==> config.mk <==
export PLATFORM = sky130hd
export DESIGN_NAME = fetch_seq
export DESIGN_NICKNAME = d
export VERILOG_FILES = /design/src/rtl/fetch_seq.sv
export SDC_FILE = /design/constraint.sdc
export NUM_CORES = 1
export LEC_CHECK = 0
export ABC_AREA = 1
export CORE_MARGIN = 10
export CORE_UTILIZATION = 35
export CTS_BUF_LIST = sky130_fd_sc_hd__clkbuf_16
export CTS_CLUSTER_DIAMETER = 50
export CTS_CLUSTER_SIZE = 12
export DETAILED_ROUTE_END_ITERATION = 6
export GPL_ROUTABILITY_DRIVEN = 1
export GPL_TIMING_DRIVEN = 0
export PLACE_DENSITY_LB_ADDON = 0.1
export SETUP_SLACK_MARGIN = 0.5
export SYNTH_ARGS = -nofsm -noshare
export SYNTH_HDL_FRONTEND = slang
export SYNTH_SLANG_ARGS = --single-unit
==> constraint.sdc <==
create_clock -name clk -period 1.5 [get_ports clk]
set_input_delay 0.3 -clock clk [delete_from_list [all_inputs] [get_ports clk]]
set_output_delay 0.3 -clock clk [all_outputs]
set_load 0.05 [all_outputs]
==> src/rtl/fetch_seq.sv <==
// rtl/fetch_seq.sv - instruction-fetch sequencer: PC register, imem handshake, decode hand-off
// Flush has priority over every event; drained responses are never shown to decode.
module fetch_seq #(
   parameter logic [31:0] RESET_PC    = 32'h0000_0000,
   parameter int          TIMEOUT_CYC = 16
) (
   input  logic        clk,
   input  logic        rst_n,
   output logic        imem_req,
   output logic [31:0] imem_addr,
   input  logic        imem_gnt,
   input  logic        imem_rvalid,
   input  logic [31:0] imem_rdata,
   output logic [31:0] pc,
   output logic [31:0] inst,
   output logic        inst_valid,
   input  logic        inst_ready,
   input  logic [31:0] npc,
   input  logic        flush,
   input  logic [31:0] flush_pc,
   output logic [1:0]  fault
);

   localparam int CW = $clog2(TIMEOUT_CYC + 1);

   typedef enum logic [2:0] {
      S_IDLE, S_REQ, S_WAIT, S_VALID, S_DRAIN, S_ERR
   } state_t;

   state_t         state_q, state_d;
   logic [31:0]    pc_q, pc_d;
   logic [31:0]    inst_q, inst_d;
   logic [1:0]     fault_q, fault_d;
   logic [CW-1:0]  cnt_q, cnt_d;
   logic           req_q, valid_q;

   always_comb begin
      state_d = state_q;
      pc_d    = pc_q;
      inst_d  = inst_q;
      fault_d = fault_q;
      cnt_d   = cnt_q;
      if (flush) begin
         pc_d    = flush_pc;
         fault_d = 2'b00;
         cnt_d   = '0;
         if (flush_pc[1:0] != 2'b00) begin
            state_d = S_ERR;
            fault_d = 2'b10;
         end else begin
            // A granted or still-owed response must be swallowed before refetching.
            case (state_q)
               S_REQ:           state_d = imem_gnt ? S_DRAIN : S_REQ;
               S_WAIT, S_DRAIN: state_d = imem_rvalid ? S_REQ : S_DRAIN;
               default:         state_d = S_REQ;
            endcase
         end
      end else begin
         case (state_q)
            S_IDLE: state_d = S_REQ;
            S_REQ: begin
               if (imem_gnt) begin
                  state_d = S_WAIT;
                  cnt_d   = '0;
               end
            end
            S_WAIT, S_DRAIN: begin
               if (imem_rvalid) begin
                  if (state_q == S_WAIT) begin
                     inst_d  = imem_rdata;
                     state_d = S_VALID;
                  end else begin
                     state_d = S_REQ;
                  end
               end else if (cnt_q == CW'(TIMEOUT_CYC - 1)) begin
                  state_d = S_ERR;
                  fault_d = 2'b01;
               end else begin
                  cnt_d = cnt_q + CW'(1);
               end
            end
            S_VALID: begin
               if (inst_ready) begin
                  pc_d = npc;
                  if (npc[1:0] != 2'b00) begin
                     state_d = S_ERR;
                     fault_d = 2'b10;
                  end else begin
                     state_d = S_REQ;
                  end
               end
            end
            S_ERR:   state_d = S_ERR;
            default: state_d = S_IDLE;
         endcase
      end
   end

   always_ff @(posedge clk) begin
      if (!rst_n) begin
         state_q <= S_IDLE;
         pc_q    <= RESET_PC;
         inst_q  <= 32'h0;
         fault_q <= 2'b00;
         cnt_q   <= '0;
         req_q   <= 1'b0;
         valid_q <= 1'b0;
      end else begin
         state_q <= state_d;
         pc_q    <= pc_d;
         inst_q  <= inst_d;
         fault_q <= fault_d;
         cnt_q   <= cnt_d;
         req_q   <= (state_d == S_REQ);
         valid_q <= (state_d == S_VALID);
      end
   end

   assign imem_req   = req_q;
   assign imem_addr  = pc_q;
   assign pc         = pc_q;
   assign inst       = inst_q;
   assign inst_valid = valid_q;
   assign fault      = fault_q;

endmodule

After elaboration in Yosys (flattened, before gate mapping). Index checks and enable logic that the tools add are counted.

Output and inout port bits: 100. Flip-flop bits (word level): 76.

Bitwise gates (word level): 2. Reductions and logical operators: 13. Add/sub/neg operators: 1. Muxes and demuxes: 26. Equal/unequal tests: 15.

Operators by type and width (count): 2-to-1 mux 32 bit (3); 2-to-1 mux 3 bit (9); 2-to-1 mux 5 bit (3); one-hot mux 3 bit (5 select lines) (1); 2-to-1 mux 2 bit (7); inequality test 3 bit (second input constant) (4); one-hot mux 5 bit (2 select lines) (1); nonzero test 2 bit (5); == test 3 x 2 -> 1 bit (second input constant) (3); AND reduction 4 bit (2); == test 3 x 1 -> 1 bit (second input constant) (2); == test 3 bit (second input constant) (2); inequality test 2 bit (second input constant) (3); one-hot mux 3 bit (2 select lines) (1); adder 5 x 1 -> 5 bit (second input constant) (1); == test 5 x 4 -> 1 bit (second input constant) (1); AND reduction 5 bit (1); one-hot mux 2 bit (2 select lines) (1); OR reduction 2 bit (2); zero test 3 bit (1); nonzero test 3 bit (1); inverter 1 bit (2); AND reduction 2 bit (1).

Longest topological paths before layout.
Word-level depth: 6. Gate-level depth with buffers: 12. Depth with buffers taken out: 12.

Worst setup path after synthesis. Ideal clock, no wire load.

Path kind: reg2reg. Start point: reg cnt_q[0]. End point: reg req_q (netlist: imem_req). Library setup time: 0.111 ns. Buffers on the path: 0. Slack: 0.043 ns. Period minus slack after synthesis: 1.457 ns. Data arrival time: 1.346 ns. Stages on the path, launching flop included: 13. Cells stage by stage: dfxtp_1 > ha_1 > nand2_1 > nor2_1 > ha_1 > nor2_1 > nand2_1 > nand2_1 > nand2_1 > nand2_1 > nand2_1 > nand4_1 > nor2_1.

Word-level cells in the longest chain between the ends: 6.

RTL lines: start: declaration (RTL line 34) `logic [CW-1:0] cnt_q, cnt_d;`; start signal: assignment (RTL line 113) `cnt_q <= cnt_d;`; == test 5 x 4 -> 1 bit (RTL line 75) `end else if (cnt_q == CW'(TIMEOUT_CYC - 1)) begin`; 2-to-1 mux 3 bit (RTL line 75); 2-to-1 mux 3 bit (RTL line 68) `if (imem_rvalid) begin`; one-hot mux 3 bit (5 select lines) (RTL line 59) `case (state_q)`; 2-to-1 mux 3 bit (RTL line 43) `if (flush) begin`; == test 3 x 1 -> 1 bit (RTL line 114) `req_q <= (state_d == S_REQ);`; end signal: assignment (RTL line 114); end: declaration (RTL line 35) `logic req_q, valid_q;`.

No other way between the ends. A chain may end at the register's enable or synchronous reset.

Worst setup path after layout. Same ends and word-level chain as after synthesis.

==> reports/metrics.yaml <==
run_status:
  status: "finished, final reports clean"
clocking:
  root_buffer: "clkbuf_16"
  cts_hold_buf: 0
  cts.htree.levels: 3
  clk_latency_ns: 0.33
  clkSlewWorstSetupHoldPaths_ns: 0.06
  cts.sinks: 76
  cts_tree: "built"
  cts_buffer_depth: 2
  cts_buffers: 9
routing:
  via_per_inst: 4.91
  vias: 4178
  drtPass1Iterations: 4
  drt_wl_total_um: 15600
  route.detailed.drc: 0
  drt-initial-drc-count: 175
  wl_per_cell_um: 18.3
  postRouteAntennaNets: 0
logic_synthesis:
  synth_compound_area_share_pct: 21.1
  ys.warnings.count: 0
  ys_seq_area_share_pct: 42.9
  muxShareOfSynthArea_pct: 0
  synth_xor_area_share_pct: 0.494
  synth_area_mm2: 0.00354
  yosys.area_share.adder_pct: 0.706
  yosys_register_bits: 76
  syn-mean-instance-area_um2: 7.54
  yosysUniqueCellTypes: 27
  synth_top_family_by_area: "compound AO/OA/AOI/OAI gates"
  synthSimpleGateAreaFrac_pct: 18.1
  synth_cells: 470
  syn-num-nets: 574
global_route:
  grt_max_degree: 15
  grt_pass1_vias: 4279
  antenna_found_initial: 1
  grtUsageTotal_pct: 19.4
  grt_pass1_wl_um: 22700
  grt_overflow: 0
timing:
  finalCriticalPeriod_ns: 1.42
  fin_setup_tns_ns: 0
  slew_headroom_pct: 53.4
  fmax_ghz: 0.705
  whs_ns: 0.326
  drv_slew: 0
  worst_pin_slew_ns: 0.700
  setup_viol: 0
  fin_crit_sh_pct: 94.5
  finalWorstSetupSlack_ns: 0.0824
  finClkSkew_ns: 0.00566
  hold_viol_final: 0
  rsz0062_at_grt: "true"
setup_path:
  path_buf_inv: 0
  slowest_delay_ns: 0.36
  setup.worst_path.start: "cnt_q[0]$_SDFFE_PP0P_"
  cp_slowest_cell: "dfxtp_4"
  r2r_start: "cnt_q[0]$_SDFFE_PP0P_"
  critPathArrivalTime_ns: 1.65
  worstSetupEndpointType: "flop"
  crit_path_start_kind: "flop"
  crit_fanout: 4
  rr_worst_depth: 12
  crit_family: "simple AND/OR/NAND/NOR gates"
  cp.required_ns: 1.73
  ff2ff_setup_slack_ns: 0.08
  crit_type: "flop to flop"
  crit_top_cell: "nand2_1"
  path_cells: "ha_4, nand2_4, nor2_4, ha_4, nor2_4, nand2_1, nand2_1, nand2_1, nand2_1, nand2_2, nand4_1, nor2_1"
  r2r-end: "imem_req$_SDFF_PN0_"
power:
  max-vdd-ir-drop_v: 0.000513
  powerDensity_mw_per_mm2: 816
  p_leak_nw: 3.15
worst_hold_path:
  hold_end: "imem_addr[29]$_SDFFE_PN0P_"
  hold_path.class: "input port to flop"
  hold_start: "flush"
  min_delay_path_depth: 3
placed_design:
  dpl.hpwl_um: 10900
  place_congestion: 0.831
  portBuffers: 200
  pre_cts_slack_ns: -0.381
  place_area_mm2: 0.00593
  place_inst: 803
finish:
  drive_gt1_share_pct: 51.6
  final_nets: 816
  num-fill-cells: 697
  final_cell_mix: "buf_8 (102), clkdlybuf4s50_1 (98), nand2_1 (83)"
  layout_commonest_cell: "buf_8"
  stdcell_area_mm2: 0.00773
  final_cells: 851
  areaGrowthSynthToFinish_pct: 118
floorplan:
  die-height_um: 121
  dieWidth_um: 121
  core-area_mm2: 0.00982
  std_cell_rows: 36
  start_util_pct: 36.1
  io_pins: 202
  die_area_mm2: 0.0146
flow_run:
  maxCapViolCount: 0
-- routing by layer --
metal,global-route usage [%],share of wire [%],up-vias
li1,-,-,2018
met1,19.3,35,1995
met2,35.2,54,145
met3,8.14,8.5,20
met4,7.09,2.1,0
met5,0,0,-
-- worst register-to-register path: cells and delay by family, from the launching register on --
family	cells	cell delay [ns]
simple gates	10	0.63
flops	1	0.36
fa+ha+maj	2	0.35
-- per-stage QoR --
step / power [W] / utilization [%]
global route: 0.00652 / 78.7
finish: 0.00631 / 78.7
CTS: 0.00616 / 72.4
detailed placement: 0.00375 / 60.4
floorplan: 0.00311 / -
global placement: 0.00373 / 60.4
-- cells by family (layout without fill, tap and decap cells) --
logic type | after synthesis | in the layout
compound gates | 142 | 142
xor+xnor | 2 | 2
fa+ha+maj | 2 | 2
buf+inv | 108 | 353
flops | 76 | 76
other cells | 0 | 1
simple gates | 140 | 142
-- worst max-delay path by stage --
stage          cells past startpoint                         end
2_1_floorplan                     11         imem_req$_SDFF_PN0_
3_3_place_gp                       5       fault[0]$_SDFFE_PN0P_
3_5_place_dp                       5  imem_addr[15]$_SDFFE_PN0P_
4_1_cts                           12         imem_req$_SDFF_PN0_
5_1_grt                           12         imem_req$_SDFF_PN0_
6_report                          12         imem_req$_SDFF_PN0_
-- timing repair --
item	in CTS	in global routing
cloned	2	6
resized for setup	895	103
pin swaps	17	12
setup buffers	10	13
setup endpoints to repair	176	176
-- sequential cells by signal, summed over array words and instances, names as in the netlist --
register	cells
imem_req	1
fault	2
inst	32
imem_addr	32
cnt_q	5
state_q	3
inst_valid	1
-- power breakdown --
part	internal, W	total [W]	switching, W
logic	0.000963	0.00197	0.00100
registers	0.00209	0.00221	0.000117
clock network	0.00123	0.00213	0.000896
-- Yosys cell counts, drive strengths merged --
| master | instances | area (um^2) |
|---|---|---|
| nand4 | 7 | 43.8 |
| a31oi | 31 | 194 |
| xor2 | 2 | 17.5 |
| nand2 | 98 | 408 |
| nor2 | 19 | 90.1 |
| inv | 46 | 175 |
| buf | 52 | 375 |
| a21oi | 43 | 215 |
| clkbuf | 10 | 37.5 |
| o21ai | 68 | 340 |
| or2 | 1 | 6.26 |
| nor3 | 4 | 30.0 |
| nand3 | 11 | 65.1 |
| ha | 2 | 25.0 |
| dfxtp | 76 | 1520 |
-- cell type report --
cell class	instances	area [um^2]	share of cell area (%)
antenna	1	2.50	0.0324
buffer	62	649	8.40
clock buffer	10	250	3.24
clock inverter	6	42.5	0.551
inverter	46	180	2.33
multi-input combinational	288	1900	24.5
sequential	76	1700	21.9
tap	133	166	2.15
timing repair buffer	229	2850	36.8
(Power assumes the default switching activity.)
